`src/rtl/clk_rst_seq.sv`:
```
// -----------------------------------------------------------------------------
// clk_rst_seq
//
// Multi-channel divided-clock and reset sequencer. Every channel divides the
// source clock by a programmable half period and owns a small reset FSM that
// holds an active-low reset for a number of divided-clock rising edges. The
// FSM starts out asserted with the power-on hold length after rst_n, and it
// can be re-armed at any time with a mid-test reset request.
//
// Ports
//   clk          in   source clock, all logic on posedge
//   rst_n        in   synchronous active-low reset
//   chan_en_i    in   [NumChan]       per-channel divider enable
//   div_half_i   in   [NumChan*DivW]  half period in clk cycles, channel i at [i*DivW +: DivW]
//   rst_req_i    in   [NumChan]       per-channel reset request (level, sampled every cycle)
//   rst_len_i    in   [RstCntW]       hold length for requested resets (0 acts as 1)
//   clk_o        out  [NumChan]       divided clocks (registered)
//   clk_rise_o   out  [NumChan]       one-cycle strobe in the first cycle clk_o[i] is high
//   rst_no       out  [NumChan]       per-channel active-low reset (registered)
//   rst_done_o   out  [NumChan]       one-cycle strobe in the first cycle rst_no[i] is high again
//   rst_busy_o   out                  high while any channel holds its reset
// -----------------------------------------------------------------------------
module clk_rst_seq #(
    parameter int NumChan   = 2,
    parameter int DivW      = 8,
    parameter int RstCntW   = 8,
    parameter int RstPorLen = 100
) (
    input  logic                    clk,
    input  logic                    rst_n,
    input  logic [NumChan-1:0]      chan_en_i,
    input  logic [NumChan*DivW-1:0] div_half_i,
    input  logic [NumChan-1:0]      rst_req_i,
    input  logic [RstCntW-1:0]      rst_len_i,
    output logic [NumChan-1:0]      clk_o,
    output logic [NumChan-1:0]      clk_rise_o,
    output logic [NumChan-1:0]      rst_no,
    output logic [NumChan-1:0]      rst_done_o,
    output logic                    rst_busy_o
);

    typedef enum logic {
        ST_IDLE   = 1'b0,
        ST_ASSERT = 1'b1
    } rst_state_e;

    localparam logic [RstCntW-1:0] PorLen = RstCntW'(RstPorLen);
    localparam logic [RstCntW-1:0] CntOne = RstCntW'(1);
    localparam logic [DivW-1:0]    DivOne = DivW'(1);

    logic [NumChan-1:0] busy;

    // A requested hold of zero would never release; it is treated as one rise.
    logic [RstCntW-1:0] req_len;
    assign req_len = (rst_len_i == '0) ? CntOne : rst_len_i;

    genvar gi;
    generate
        for (gi = 0; gi < NumChan; gi++) begin : g_chan
            logic [DivW-1:0]    half;
            logic               div_active;
            logic [DivW-1:0]    cnt_reg, cnt_next;
            logic               clk_reg, clk_next;
            logic               rise_reg, rise_next;
            rst_state_e         state_reg, state_next;
            logic [RstCntW-1:0] hold_reg, hold_next;
            logic               done_reg, done_next;

            assign half       = div_half_i[gi*DivW +: DivW];
            assign div_active = chan_en_i[gi] && (half != '0);

            // Divider. The >= compare (rather than ==) makes a half period
            // shortened below the running count toggle on the next cycle
            // instead of letting the counter wrap around.
            always_comb begin
                cnt_next  = '0;
                clk_next  = 1'b0;
                rise_next = 1'b0;
                if (div_active) begin
                    if (cnt_reg >= half - DivOne) begin
                        cnt_next  = '0;
                        clk_next  = ~clk_reg;
                        rise_next = ~clk_reg;
                    end else begin
                        cnt_next = cnt_reg + DivOne;
                        clk_next = clk_reg;
                    end
                end
            end

            // Reset FSM. The hold count only moves on rise strobes, so a
            // stopped divider freezes the hold with the reset still asserted.
            // A request always wins over the final strobe.
            always_comb begin
                state_next = state_reg;
                hold_next  = hold_reg;
                done_next  = 1'b0;
                if (state_reg == ST_IDLE) begin
                    if (rst_req_i[gi]) begin
                        state_next = ST_ASSERT;
                        hold_next  = req_len;
                    end
                end else begin
                    if (rst_req_i[gi]) begin
                        hold_next = req_len;
                    end else if (rise_reg) begin
                        if (hold_reg == CntOne) begin
                            state_next = ST_IDLE;
                            done_next  = 1'b1;
                        end else begin
                            hold_next = hold_reg - CntOne;
                        end
                    end
                end
            end

            always_ff @(posedge clk) begin
                if (!rst_n) begin
                    cnt_reg   <= '0;
                    clk_reg   <= 1'b0;
                    rise_reg  <= 1'b0;
                    state_reg <= ST_ASSERT;
                    hold_reg  <= PorLen;
                    done_reg  <= 1'b0;
                end else begin
                    cnt_reg   <= cnt_next;
                    clk_reg   <= clk_next;
                    rise_reg  <= rise_next;
                    state_reg <= state_next;
                    hold_reg  <= hold_next;
                    done_reg  <= done_next;
                end
            end

            assign clk_o[gi]      = clk_reg;
            assign clk_rise_o[gi] = rise_reg;
            assign rst_no[gi]     = (state_reg == ST_IDLE);
            assign rst_done_o[gi] = done_reg;
            assign busy[gi]       = (state_reg == ST_ASSERT);
        end
    endgenerate

    assign rst_busy_o = |busy;

endmodule
```
`config.mk`:
```
export PLATFORM = sky130hd
export DESIGN_NAME = clk_rst_seq
export DESIGN_NICKNAME = d
export VERILOG_FILES = /design/src/rtl/clk_rst_seq.sv
export SDC_FILE = /design/constraint.sdc
export NUM_CORES = 1
export LEC_CHECK = 0
export BUFFER_PORTS_ARGS = -buffer_cell sky130_fd_sc_hd__buf_2
export CAP_MARGIN = 10
export CORE_MARGIN = 2
export CORE_UTILIZATION = 49
export DETAILED_ROUTE_END_ITERATION = 7
export PLACE_DENSITY = 0.81
export SYNTH_ARGS = -nofsm -noshare
export SYNTH_HDL_FRONTEND = slang
export SYNTH_SLANG_ARGS = --single-unit
```
`constraint.sdc`:
```
create_clock -name clk -period 6.4 [get_ports clk]
set_input_delay 1.28 -clock clk [delete_from_list [all_inputs] [get_ports clk]]
set_output_delay 1.28 -clock clk [all_outputs]
set_load 0.005 [all_outputs]
```
* Yosys cells after proc, flatten, opt, wreduce, memory -nomap -nowiden
Cells that the tools add are included.
** Operators by class
- Eq/ne operators :: 4
- Multiply operators :: 0
- Bitwise gates (word level) :: 9
- $add $sub $neg :: 6
- Shift operators :: 0
- Div/mod/pow operators :: 0
- Mux-type cells :: 23
- Reductions and logical operators :: 20
- $lt $le $gt $ge :: 2
** Operators by type and width (count)
- 8-bit two-way mux :: 11
- 8-bit by 1-bit subtractor with 8-bit output (second input constant) :: 4
- 8-bit by 1-bit adder with 8-bit output (second input constant) :: 2
- 8-bit by 1-bit equality test with 1-bit output (second input constant) :: 2
- 8-bit greater-or-equal comparator :: 2
- 8-bit nonzero test :: 2
- 1-bit two-way mux :: 12
- 3-bit AND reduction :: 4
- 1-bit NOT :: 9
- 8-bit zero test :: 1
- 2-bit nonzero test :: 4
- 4-bit OR reduction :: 2
- 3-bit OR reduction :: 2
- 2-bit inequality test (second input constant) :: 2
- 2-bit AND reduction :: 2
- 1-bit logical AND :: 2
- 2-bit OR reduction :: 1
** Word-level totals
- Bits in registers :: 40
- Latch bits :: 0
- Memories kept :: 0
- Bits in writable memories :: 0
- Input bits :: 30
- Logic and storage cells :: 76
- Output and inout bits :: 9
- Bits in read-only memories :: 0

* Longest topological paths before layout
Gate-level depths: netlist (run 1).
- Depth in word-level cells :: 5
- Mapped depth :: 10
- Depth with buffers taken out :: 10

* Least setup slack after synthesis (run 1)
No wires, ideal clock.
- Kind :: input to register
- Start :: in div_half_i[5]
- End :: reg g_chan[0].cnt_reg[2]
- Cell stages on the path :: 9
- Arrival time :: 3164 ps
- Setup time :: 66 ps
- Data required time :: 6334 ps
- Slack :: 3170 ps
- Path buffers :: 0
- Path through :: nor4_1 > nand2_1 > xor2_1 > ha_1 > and3_1 > a221o_1 > a31oi_1 > o21ai_1 > nor2_1
** On the way
- Longest elaborated chain between the ends :: 4
- Elaborated cells between the ends (all ways) :: 6
- Classes of those cells :: add/sub (1); order compare (1); bitwise (1); reduce/logical (3)
** RTL lines
- start: declaration :: RTL line 32 : input logic [NumChan*DivW-1:0] div_half_i,
- branches (longest 3 deep; another with 8-bit by 1-bit subtractor with 8-bit output)
- 3-bit OR reduction (no source line) (*)
- end signal: assignment :: RTL line 126 : cnt_reg <= cnt_next;
- end: declaration :: RTL line 62 : logic [DivW-1:0] cnt_reg, cnt_next;
Mark *: on every way between the ends.
A chain may end at the register's enable or synchronous reset.

* Final worst setup path (run 1)
- Start :: in div_half_i[3]
- End :: reg g_chan[0].cnt_reg[3]
The elaborated chain is that of the path after synthesis.

==> results of run 1 <==
-- metal layers --
layer | up-vias | GRT usage (%) | share of wire [%] | wire [um]
met2 | 49 | 31.1 | 48 | 2480
met1 | 1065 | 22.3 | 45 | 2330
met3 | 11 | 3.88 | 4.6 | 238
met5 | - | 0 | 0 | 0
li1 | 1204 | - | - | -
met4 | 0 | 7.27 | 1.7 | 89
-- cell type report --
| type | count | area [um^2] | area share, % |
|---|---|---|---|
| sequential | 40 | 801 | 27.6 |
| clock buffer | 5 | 68.8 | 2.37 |
| timing repair buffer | 38 | 190 | 6.55 |
| tap | 70 | 87.6 | 3.02 |
| inverter | 18 | 67.6 | 2.33 |
| multi-input combinational | 251 | 1640 | 56.5 |
| clock inverter | 3 | 47.5 | 1.64 |
-- report_power, final --
part | switching [W] | internal (W)
sequential | 0.00000894 | 0.000257
clock | 0.0000913 | 0.000117
combinational | 0.0000490 | 0.0000349
total | 0.000149 | 0.000409
-- logic make-up (layout without fill, tap and decap cells) --
group | after synthesis | in the layout | synth area share [%]
adder cells (fa/ha/maj) | 26 | 26 | 12.6
AND/OR/NAND/NOR | 132 | 132 | 25.3
AO/OA/AOI/OAI | 67 | 67 | 16.7
buffers and inverters | 29 | 64 | 5.75
flip-flops | 40 | 40 | 30.9
XOR/XNOR | 26 | 26 | 8.79
-- placed cells by master (no fill, tap or decap), types with 5 or more instances in the layout --
cell | netlist | layout
o211ai_1 | 5 | 5
nor2_1 | 53 | 53
nand2_1 | 21 | 21
xnor2_1 | 13 | 13
nand2b_1 | 5 | 5
inv_1 | 17 | 17
buf_2 | 2 | 38
a21oi_1 | 16 | 16
nor3_1 | 10 | 10
nor4_1 | 7 | 7
ha_1 | 26 | 26
a211oi_1 | 6 | 6
clkbuf_8 | 0 | 5
xor2_1 | 13 | 13
dfxtp_1 | 40 | 40
and3_1 | 5 | 5
a31oi_1 | 9 | 9
nand3_1 | 13 | 13
o21ai_0 | 10 | 10
-- per-stage QoR --
stage	worst slack [ns]	area (um^2)	hold slack [ns]	power, W	std cells
5_1_grt	2.86	2900	0.488	0.000591	425
2_1_floorplan	3.17	2590	0.430	0.000327	320
4_1_cts	3.08	2900	0.468	0.000565	425
6_report	3.08	2900	0.462	0.000558	425
3_5_place_dp	2.78	2790	0.449	0.000355	417
3_3_place_gp	2.85	2790	0.446	0.000352	417
-- critical path, stage by stage --
cell     delay, ns
buf_2         0.12
nor4_1        0.45
nand2_1       0.13
xor2_1        0.16
ha_1          0.29
and3_1        0.20
a221o_1       0.29
a31oi_1       0.23
o21ai_1       0.23
nor2_1        0.16
-- final timing paths --
check	from	end	slack [ns]
max	div_half_i[3]	g_chan[0].cnt_reg[3]	3.08
min	g_chan[1].cnt_reg[0]	g_chan[1].cnt_reg[0]	0.46
max reg2reg	g_chan[0].cnt_reg[5]	g_chan[0].cnt_reg[3]	4.54
min reg2reg	g_chan[1].cnt_reg[0]	g_chan[1].cnt_reg[0]	0.46
==> results.txt, run 1 <==
prevailing post-synth register cell -> dfxtp_1
WHS Path Cells -> 1
final net count -> 410
Antenna Diode Count -> 0
largest net degree at the start of global routing -> 16
RSZ-0062 raised after global routing -> no
post-detail-place hpwl -> 4000 um
sequential area share after synthesis -> 30.9%
area leader, netlist -> dfxtp_1
Fin Clk Skew -> 0.0100 ns
Highest Clock Rate -> 301 MHz
async set-reset flop share out of synthesis -> 0%
DRC -> 0
Yosys reg bits -> 40
H-tree depth -> 2
Pins Over Slew Limit -> 0
required time worst endpoint -> 6.62 ns
Final Hold Vio Count -> 0
Std-Cell Rows -> 26
Layout area overhead -> 12.1%
top cells by area, synth -> dfxtp_1 (31%), ha_1 (13%), nor2_1 (7.7%), xnor2_1 (4.4%), xor2_1 (4.4%)
leakage -> 1.25 nW
antenna violations before repair -> 0
Max-slew headroom -> 64.8%
Starting DRT DRC Count -> 114
Post-synth top cells -> nor2_1 (53), dfxtp_1 (40), ha_1 (26)
routed vias -> 2329
Mapped Area -> 2590 um^2
share of the core filled with cells -> 56.9%
routed len/inst -> 12.1 um
syn nets -> 376
Worst Reg-to-Reg Cells -> 6
post-CTS resize count -> 0
share of layout cells above drive strength 1 -> 15.5%
Tcrit/Tclk final -> 51.9%
Clock Sinks -> 40
CTS tree -> built
Die X -> 76.7 um
post-CTS setup buffers -> 0
Initial Util -> 50.7%
CTS Hold Buffers Added -> 0
core region area -> 5110 um^2
# IOs -> 39
outcome -> finished, final reports clean
GRT Util Overall -> 18.2%
iteration count of the initial detailed-routing pass -> 4
fillers -> 466
Setup Viol. Count Final -> 0
die area -> 5890 um^2
Syn Area/Cell -> 8.10 um^2
pwr/cell area -> 192 nW/um^2
Worst setup EP type -> flop
Worst-Margin Slew -> 0.525 ns
CTS Root Cell -> clkbuf_8
IO Port Bufs -> 38
Netlist cell types -> 41
Die Y -> 76.7 um
Synth Instances -> 320
CP arrival -> 3.54 ns
ANT nets after route -> 0
worst-path fanout max -> 8
CTS Buffer Depth -> 2
CTS buffer count -> 5
maximum VDD drop -> 0.114 mV
DR vias/cell -> 5.48
Clock Latency Late Sink -> 0.29 ns
YS warnings -> 0
Setup TNS Final -> 0 ns
count leader, synth -> nor2_1
WL final -> 5130 um
Tmin final -> 3.32 ns
critical path class -> in -> reg
max_cap viols -> 0
worst hold path type -> reg -> reg
vias in the first global route -> 2168
Remaining Overflow, GRT -> 0
EDFF count, synth -> 0
first-pass GRT wire length -> 9050 um
proportion of netlist area held by the largest area contributor -> 30.9%
Startpoint Class -> input pin
Clock transition at path regs -> 0.08 ns
RePlAce Congestion -> 0.872
(Power assumes the default switching activity.)
==> run 2, diff against run 1 <==
--- a/config.mk
+++ b/config.mk
@@ -10,7 +10,7 @@
 export CORE_MARGIN = 2
 export CORE_UTILIZATION = 49
 export DETAILED_ROUTE_END_ITERATION = 7
-export PLACE_DENSITY = 0.81
+export PLACE_DENSITY = 0.84
 export SYNTH_ARGS = -nofsm -noshare
 export SYNTH_HDL_FRONTEND = slang
 export SYNTH_SLANG_ARGS = --single-unit
==> constraint.sdc (replaced) <==
create_clock -name clk -period 3 [get_ports clk]
set_input_delay 0.6 -clock clk [delete_from_list [all_inputs] [get_ports clk]]
set_output_delay 0.6 -clock clk [all_outputs]
set_load 0.005 [all_outputs]
==> run 2 against run 1 <==
Effect of this change:
- utilization up 0.24 points
- sequential power up 110%
- clock power up 120%
- via count down 0.17%
- routed wire length up 1.4%
- sequential share of layout area down 0.12 points
- cell area up 0.43%
- global-route usage up 0.24 points
- register-to-register slack worse by 3.4 ns
- first-iteration DRC count up 17%
- setup slack worse by 2.7 ns
- critical path type unchanged
- highest routed layer unchanged
==> results.txt, run 2 (synthesis gave the netlist of run 1 again) <==
outcome -> finished, final reports clean
critical path class -> in -> reg
crit-path max cell delay -> 0.33 ns (-0.12 ns)
Die Y -> 76.7 um (unchanged)
core region area -> 5110 um^2 (unchanged)
CTS Root Cell -> clkbuf_8
most frequent cells in the layout -> nor2_1 (53), dfxtp_1 (40), buf_2 (38)
IO Port Bufs -> 38 (unchanged)
Highest Clock Rate -> 387 MHz
Final Hold Vio Count -> 0 (unchanged)
H-tree depth -> 2 (unchanged)
pwr/cell area -> 415 nW/um^2 (+120%)
vias in the first global route -> 2200 (+1.5%)
Clock Latency Late Sink -> 0.29 ns (about the same)
iteration count of the initial detailed-routing pass -> 5 (+1)
placed cell area -> 2800 um^2 (+0.27%)
Starting DRT DRC Count -> 133 (+17%)
CTS tree -> built
# IOs -> 39 (unchanged)
Setup TNS Final -> 0 ns (unchanged)
RePlAce Congestion -> 0.828 (-5.0%)
Fin Clk Skew -> 0.0137 ns (+0.00365 ns)
CTS buffer count -> 5 (unchanged)
Worst-Margin Slew -> 0.526 ns (+0.00183 ns)
DRC -> 0 (unchanged)
post-CTS resize count -> 0 (unchanged)
RSZ-0062 raised after global routing -> no
leakage -> 1.26 nW (+0.68%)
Worst setup EP type -> flop
GRT Util Overall -> 18.5% (+0.24 points)
Worst Reg-to-Reg Cells -> 6 (unchanged)
Tmin final -> 2.58 ns
Inst Count DP -> 418 (+0.24%)
post-route insts no fill -> 426 (+0.24%)
Startpoint Class -> input pin
CTS Buffer Depth -> 2 (unchanged)
die area -> 5890 um^2 (unchanged)
post-layout instance area -> 2920 um^2 (+0.43%)
post-CTS setup buffers -> 0 (unchanged)
commonest non-fill, non-tap cell in the layout -> nor2_1
max_cap viols -> 0 (unchanged)
Initial Util -> 50.7% (unchanged)
Antenna Diode Count -> 0 (unchanged)
Remaining Overflow, GRT -> 0 (unchanged)
worst path cell trace -> buf_2 -> nor3_1 -> nor3b_1 -> xnor2_1 -> ha_1 -> a21o_1 -> a221o_1 -> a31oi_1 -> o21ai_1 -> nor2_1
required time worst endpoint -> 3.22 ns (-3.40 ns)
final net count -> 411 (+0.24%)
Max-slew headroom -> 64.9% (+0.11 points)
ANT nets after route -> 0 (unchanged)
maximum VDD drop -> 0.393 mV (+240%)
Slowest cell on crit path -> a221o_1
WHS Path Cells -> 1 (unchanged)
largest net degree at the start of global routing -> 16 (unchanged)
Layout area overhead -> 12.6%
post-detail-place hpwl -> 4030 um (+0.80%)
Std-Cell Rows -> 26 (unchanged)
Tcrit/Tclk final -> 86.1%
share of the core filled with cells -> 57.1% (+0.24 points)
Clock transition at path regs -> 0.07 ns (about the same)
worst-path fanout max -> 8 (unchanged)
Clock Sinks -> 40 (unchanged)
WL final -> 5200 um (+1.4%)
antenna violations before repair -> 0 (unchanged)
CP arrival -> 2.80 ns (-0.74 ns)
Die X -> 76.7 um (unchanged)
share of layout cells above drive strength 1 -> 15.7% (+0.24 points)
Pins Over Slew Limit -> 0 (unchanged)
DR vias/cell -> 5.46 (-0.41%)
fillers -> 488 (+4.7%)
routed vias -> 2325 (-0.17%)
Setup Viol. Count Final -> 0 (unchanged)
first-pass GRT wire length -> 9190 um (+1.5%)
worst hold path type -> reg -> reg
routed len/inst -> 12.2 um (+1.2%)
CTS Hold Buffers Added -> 0 (unchanged)
run 2: cell types whose count changed in the layout (fill, tap and decap cells not counted):
| cell | delta |
|---|---|
| clkbuf_8 | +1 |
| clkinv_4 | -1 |
| buf_4 | +1 |
run 2: metrics by stage:
step,hold WS (ns),power [W],setup slack (ns)
after floorplan,0.430,0.000698,0.450
after global placement,0.446,0.000751,0.202
after detailed placement,0.449,0.000758,0.115
after CTS,0.466,0.00122,0.401
after global routing,0.487,0.00127,0.186
final,0.459,0.00121,0.417
run 2: final cells by class:
type,instances,area [um^2],share of cell area (%)
Inverter,18,67.6,2.32
Timing Repair Buffer,39,198,6.78
Tap cell,70,87.6,3.00
Sequential cell,40,801,27.5
Clock inverter,2,38.8,1.33
Clock buffer,6,82.6,2.83
Multi-Input combinational cell,251,1640,56.3
run 2: critical path, delay by kind of cell:
family	cells	cell delay, ns
AOI/OAI and AO/OA	4	0.96
xor gates and xnor gates	1	0.17
adders and majority gates	1	0.27
buffers and inverters	1	0.12
and+or+nand+nor	3	0.68
run 2: worst paths after layout:
| path | start | to | slack [ns] |
|---|---|---|---|
| min | g_chan[1].cnt_reg[0] | g_chan[1].cnt_reg[0] | 0.46 |
| max reg2reg | g_chan[0].cnt_reg[5] | g_chan[0].cnt_reg[6] | 1.13 |
| min reg2reg | g_chan[1].cnt_reg[0] | g_chan[1].cnt_reg[0] | 0.46 |
| max | div_half_i[2] | g_chan[0].cnt_reg[6] | 0.42 |
run 2: report_power, final:
group	switching (W)	total (W)	internal [W]
logic	0.000103	0.000178	0.0000748
clock network	0.000192	0.000464	0.000272
registers	0.0000201	0.000568	0.000548
run 2: routing by layer:
| metal | track usage [%] | up-vias | wire length, um |
|---|---|---|---|
| li1 | - | 1206 | - |
| met2 | 33.5 | 51 | 2570 |
| met1 | 22.0 | 1064 | 2350 |
| met5 | 0 | - | 0 |
| met3 | 4.00 | 4 | 260 |
| met4 | 4.55 | 0 | 19 |
